<file path="config.mk">
export PLATFORM = sky130hd
export DESIGN_NAME = branch_target_buffer
export DESIGN_NICKNAME = d
export VERILOG_FILES = /design/src/rtl/branch_target_buffer.sv
export SDC_FILE = /design/constraint.sdc
export NUM_CORES = 1
export LEC_CHECK = 0
export CAP_MARGIN = 20
export CORE_UTILIZATION = 50
export DETAILED_ROUTE_END_ITERATION = 10
export PLACE_DENSITY = 0.67
export REMOVE_ABC_BUFFERS = 1
export SLEW_MARGIN = 10
export SYNTH_ARGS = -nofsm -noshare
export SYNTH_HDL_FRONTEND = slang
export SYNTH_SLANG_ARGS = --single-unit
</file>
<file path="constraint.sdc">
create_clock -name CLK -period 10.8 [get_ports CLK]
set_clock_uncertainty 0.2 [all_clocks]
set_input_delay 2.16 -clock CLK [delete_from_list [all_inputs] [get_ports CLK]]
set_output_delay 2.16 -clock CLK [all_outputs]
set_load 0.02 [all_outputs]
</file>
<file path="src/rtl/branch_target_buffer.sv">
`default_nettype none
// ============================================================================
// Module      : branch_target_buffer
// Description : Direct-mapped branch target buffer for the fetch stage.
//               Fetch presents lookup_pc and gets a combinational hit,
//               taken prediction and predicted next PC. Execute writes back
//               resolved branches; each entry holds a tag, a 32-bit target
//               and a saturating direction counter. Also provides a bulk
//               flush and a saturating direction-mispredict counter.
// Ports       : CLK, RST             - clock, synchronous active-high reset
//               lookup_pc            - fetch PC (pc[1:0] ignored)
//               hit / predict_taken / predict_target - lookup results
//               enable               - pipeline advance, gates all updates
//               update_en/_pc/_taken/_target/_pred_taken - resolved branch
//               flush_all            - invalidate every entry
//               mispredict_cnt       - saturating mispredict count
// Revision    : 1.0 - initial release
// ============================================================================
module branch_target_buffer #(
    parameter int ENTRIES  = 16,
    parameter int CTR_BITS = 2,
    parameter int CNT_W    = 16
) (
    input  logic             CLK,
    input  logic             RST,
    input  logic [31:0]      lookup_pc,
    output logic             hit,
    output logic             predict_taken,
    output logic [31:0]      predict_target,
    input  logic             enable,
    input  logic             update_en,
    input  logic [31:0]      update_pc,
    input  logic             update_taken,
    input  logic [31:0]      update_target,
    input  logic             update_pred_taken,
    input  logic             flush_all,
    output logic [CNT_W-1:0] mispredict_cnt
);

    localparam int                  c_idx_w    = $clog2(ENTRIES);
    localparam int                  c_tag_w    = 32 - c_idx_w - 2;
    localparam logic [CTR_BITS-1:0] c_ctr_max  = '1;
    localparam logic [CTR_BITS-1:0] c_ctr_one  = CTR_BITS'(1);
    localparam logic [CTR_BITS-1:0] c_ctr_weak = c_ctr_one << (CTR_BITS - 1);
    localparam logic [CNT_W-1:0]    c_cnt_max  = '1;
    localparam logic [CNT_W-1:0]    c_cnt_one  = CNT_W'(1);

    // Table storage. Only valid bits and counters are reset; tags and
    // targets are meaningless while the entry is invalid.
    logic [ENTRIES-1:0]  r_valid;
    logic [c_tag_w-1:0]  r_tag    [ENTRIES];
    logic [31:0]         r_target [ENTRIES];
    logic [CTR_BITS-1:0] r_ctr    [ENTRIES];
    logic [CNT_W-1:0]    r_mis_cnt;

    logic [c_idx_w-1:0]  w_lk_idx;
    logic [c_tag_w-1:0]  w_lk_tag;
    logic [c_idx_w-1:0]  w_up_idx;
    logic [c_tag_w-1:0]  w_up_tag;
    logic                w_up_hit;
    logic                w_up_qual;
    logic                w_mispredict;
    logic                w_unused_bits;

    // ------------------------------------------------------------------
    // Lookup (combinational, reads pre-update state: no bypass)
    // ------------------------------------------------------------------
    assign w_lk_idx       = lookup_pc[c_idx_w+1:2];
    assign w_lk_tag       = lookup_pc[31:c_idx_w+2];
    assign hit            = r_valid[w_lk_idx] && (r_tag[w_lk_idx] == w_lk_tag);
    assign predict_taken  = hit && r_ctr[w_lk_idx][CTR_BITS-1];
    assign predict_target = predict_taken ? r_target[w_lk_idx] : (lookup_pc + 32'd4);

    // ------------------------------------------------------------------
    // Update decode
    // ------------------------------------------------------------------
    assign w_up_idx      = update_pc[c_idx_w+1:2];
    assign w_up_tag      = update_pc[31:c_idx_w+2];
    assign w_up_hit      = r_valid[w_up_idx] && (r_tag[w_up_idx] == w_up_tag);
    assign w_up_qual     = enable && update_en;
    assign w_mispredict  = update_pred_taken != update_taken;
    // Byte-offset bits of the update PC carry no information.
    assign w_unused_bits = &{1'b0, update_pc[1:0]};

    // ------------------------------------------------------------------
    // Table state. Flush wins over a same-cycle update.
    // ------------------------------------------------------------------
    always_ff @(posedge CLK) begin
        if (RST) begin
            r_valid <= '0;
            for (int i = 0; i < ENTRIES; i++) begin
                r_ctr[i] <= '0;
            end
        end else if (enable) begin
            if (flush_all) begin
                r_valid <= '0;
                for (int i = 0; i < ENTRIES; i++) begin
                    r_ctr[i] <= '0;
                end
            end else if (update_en) begin
                if (w_up_hit) begin
                    if (update_taken) begin
                        if (r_ctr[w_up_idx] != c_ctr_max) begin
                            r_ctr[w_up_idx] <= r_ctr[w_up_idx] + c_ctr_one;
                        end
                        r_target[w_up_idx] <= update_target;
                    end else if (r_ctr[w_up_idx] != '0) begin
                        r_ctr[w_up_idx] <= r_ctr[w_up_idx] - c_ctr_one;
                    end
                end else if (update_taken) begin
                    // Allocate / replace; a not-taken miss never evicts.
                    r_valid[w_up_idx]  <= 1'b1;
                    r_tag[w_up_idx]    <= w_up_tag;
                    r_target[w_up_idx] <= update_target;
                    r_ctr[w_up_idx]    <= c_ctr_weak;
                end
            end
        end
    end

    // ------------------------------------------------------------------
    // Mispredict counter: counts even when a flush discards the update.
    // ------------------------------------------------------------------
    always_ff @(posedge CLK) begin
        if (RST) begin
            r_mis_cnt <= '0;
        end else if (w_up_qual && w_mispredict && (r_mis_cnt != c_cnt_max)) begin
            r_mis_cnt <= r_mis_cnt + c_cnt_one;
        end
    end

    assign mispredict_cnt = r_mis_cnt;

endmodule
`default_nettype wire

</file>
==> results.toml <==
[critical_path]
crit_arrival_ns = 6.89
path_buf_inv = 4
r2r_end = "r_tag[5][7]"
path_cells = "buf_8 -> buf_12 -> buf_4 -> mux4_2 -> mux4_2 -> and2_2 -> o21ai_0 -> clkdlybuf4s50_1"
required_ns = 8.44
end_kind = "primary output"
rrSetupSlack_ns = 6.35
cp_max_fo = 46
crit_slowest_cell = "mux4_2"
critPathMostFrequentCell = "mux4_2"
slowest_delay_ns = 0.78
worstRegToRegCells = 11
startpoint_type = "input pin"
critical-path-top-delay-family = "buffers and inverters"
r2r_start = "r_tag[10][5]"
path_class = "in2out"

[outcome]
status = "finished, final reports clean"

[cells_and_area]
layout-drive-gt1-share_pct = 25.7
mostFrequentLayoutCells = "edfxtp_1 (960), mux4_2 (364), mux2i_1 (150), clkdlybuf4s50_1 (143), clkbuf_16 (106)"
layout_commonest_cell = "edfxtp_1"
finalNetCount = 2584
num-fill-cells = 6384
syn_to_final_growth_pct = 14.3

[clocking]
tritoncts = "yes"
postCtsHoldBufs = 0
cts_max_level = 3
cts-root-buf = "clkbuf_16"
cts_sinks = 992
postCtsSetupBuffers = 0
clockBufferDepth = 3
clkTransAtPathRegs_ns = 0.06
cts_resized = 0
clkLatencyLatePin_ns = 0.69
numCtsBuffers = 102

[timing]
fin_crit_sh_pct = 85.6
fin_setup_tns_ns = 0
finalCriticalPeriod_ns = 9.25
finalHoldViolCount = 0
setup_viol = 0
fmax_ghz = 0.108
fin_ws_ns = 1.55
slew_violations = 0
maxSlewHeadroom_pct = 28.1
tightest_slew_ns = 1.08
grt_setup_unrepaired = "no"

[pwr]
p_clk_share_pct = 42.0
comb_power_share_pct = 7.3
internal_power_uw = 6500
swShare_pct = 22.4
switching_power_uw = 1870
seqPwrFrac_pct = 50.7
power_uw = 8370
power.leakage_uw = 0.0160
power.density_nw_per_um2 = 166
peakVddDrop_v = 0.000118

[placement]
globalplace.congestion = 0.889
numPortBuffers = 150
dp_slack_ns = 1.49
dpl.hpwl_um = 69800

[floorplanning]
core-area_um2 = 87000
die_area_um2 = 89400
rows = 108
ioPinCount = 153
die_y_um = 299
die_w_um = 299
initial_utilization_pct = 50.7

[logic_synthesis]
synth_warnings = 0
syn_area_per_cell_um2 = 19.2
synth_top_family_by_area = "multiplexers"
synth-simple-area-share_pct = 4.04
synth-edff-count = 960
ys_async_sr_fraction_pct = 0
synth_area_um2 = 44100
synth_cell_types = 68
synth.ff_latch_count = 992
synth-seq-area-share_pct = 66.8
synth.area.mux_share_pct = 22.8
synthCells = 2297
synth_xor_area_share_pct = 2.04
synthAdderAreaFrac_pct = 0.0567
synthFlopType = "edfxtp_1"
synth_compound_area_share_pct = 2.23

[routing]
drc_errors = 0
firstDrtPassIters = 5
wl_um = 118000
wl_per_cell_um = 31.7
drt_iter0_drc = 2841
ant_nets = 0
via_per_inst = 6.52
via_count = 24300

[min_path]
hold_end = "r_valid[6]"
worstHoldStart = "r_valid[6]"
min_path_cells = 2
hp-class = "reg2reg"

[global_routing]
grt_use_total_pct = 26.7
grt_remaining_overflow = 0
grt_pass1_vias = 24700
grt_max_degree = 90
antenna_found_initial = 10
grt_pass1_wl_um = 172000

[run]
maxCapViolations = 0
[registers in the layout, summed over array words and instances, names as in the netlist]
name,flops
r_ctr,32
r_target,512
mispredict_cnt,16
r_tag,416
r_valid,16
[worst reg2reg max path, stage by stage, from the launching register on]
cell      delay, ns
edfxtp_1       0.39
mux4_2         0.47
mux2i_1        0.25
xnor2_1        0.14
a221o_1        0.38
and4_1         0.15
and4_2         0.30
nand3_4        0.24
nand3_1        0.11
buf_4          0.29
nor2_4         0.77
buf_4          0.44
[Yosys cell counts (all sizes together) (16+ instances only)]
cell type,number,share of area (%)
o21ai,39,0.44
mux2i,150,3.4
dfxtp,32,1.5
edfxtp,960,65
nor3,16,0.19
and3,16,0.23
xor2,38,0.75
nand3,59,0.70
clkbuf,57,0.48
mux2,33,0.84
mux4,364,19
a21oi,31,0.39
xnor2,65,1.3
buf,85,1.4
nor2,128,1.3
nand2,59,0.50
[logic make-up after synthesis]
| logic type | after synthesis |
|---|---|
| AOI/OAI and AO/OA | 146 |
| xor gates and xnor gates | 103 |
| adders and majority gates | 2 |
| buffers and inverters | 156 |
| DFF | 992 |
| muxes | 547 |
| and+or+nand+nor | 351 |
[final cells by class]
| cell class | instances | area (um^2) | share of cell area [%] |
|---|---|---|---|
| antenna | 4 | 10.0 | 0.0198 |
| timing repair buffer | 220 | 2070 | 4.10 |
| clock inverter | 62 | 622 | 1.23 |
| multi-input combinational | 1149 | 14000 | 27.8 |
| tap | 1155 | 1450 | 2.87 |
| clock buffer | 131 | 2780 | 5.50 |
| inverter | 14 | 52.6 | 0.104 |
| sequential | 992 | 29500 | 58.4 |
[how the worst max path moves through the flow]
| stage | startpoint | end | slack [ns] | depth (start not counted) |
|---|---|---|---|---|
| 2_1_floorplan | lookup_pc[2] | predict_target[10] | 3.00 | 9 |
| 3_3_place_gp | lookup_pc[2] | predict_target[16] | 1.51 | 8 |
| 3_5_place_dp | lookup_pc[2] | predict_target[16] | 1.49 | 8 |
| 4_1_cts | lookup_pc[2] | predict_target[16] | 1.49 | 8 |
| 5_1_grt | lookup_pc[2] | predict_target[10] | 1.27 | 8 |
| 6_report | lookup_pc[2] | predict_target[18] | 1.55 | 8 |
[power groups by stage]
stage	Clock (uW)	Sequential [uW]	Combinational (uW)
finish	3520	4240	610
global route	3700	4240	644
CTS	3570	4240	608
detailed placement	0	4320	605
global placement	0	4320	597
floorplan	0	4320	285
[per-layer routing]
| layer | GRT usage, % | up-vias | wire [um] |
|---|---|---|---|
| met5 | 0 | - | 82 |
| met4 | 8.75 | 12 | 3690 |
| met3 | 5.85 | 232 | 11000 |
| met2 | 42.0 | 1330 | 56400 |
| met1 | 37.5 | 12800 | 46900 |
| li1 | - | 9903 | - |
[metrics by stage]
| stage | hold WS [ns] | util, % | instances | cell area, um^2 |
|---|---|---|---|---|
| after floorplan | 0.248 | - | 2155 | 43300 |
| after global placement | 0.274 | 54.0 | 3526 | 47000 |
| after detailed placement | 0.289 | 54.0 | 3527 | 47000 |
| after CTS | 0.304 | 57.9 | 3720 | 50400 |
| after global routing | 0.344 | 58.0 | 3723 | 50400 |
| final | 0.309 | 58.0 | 3727 | 50400 |
(Power assumes the default switching activity.)
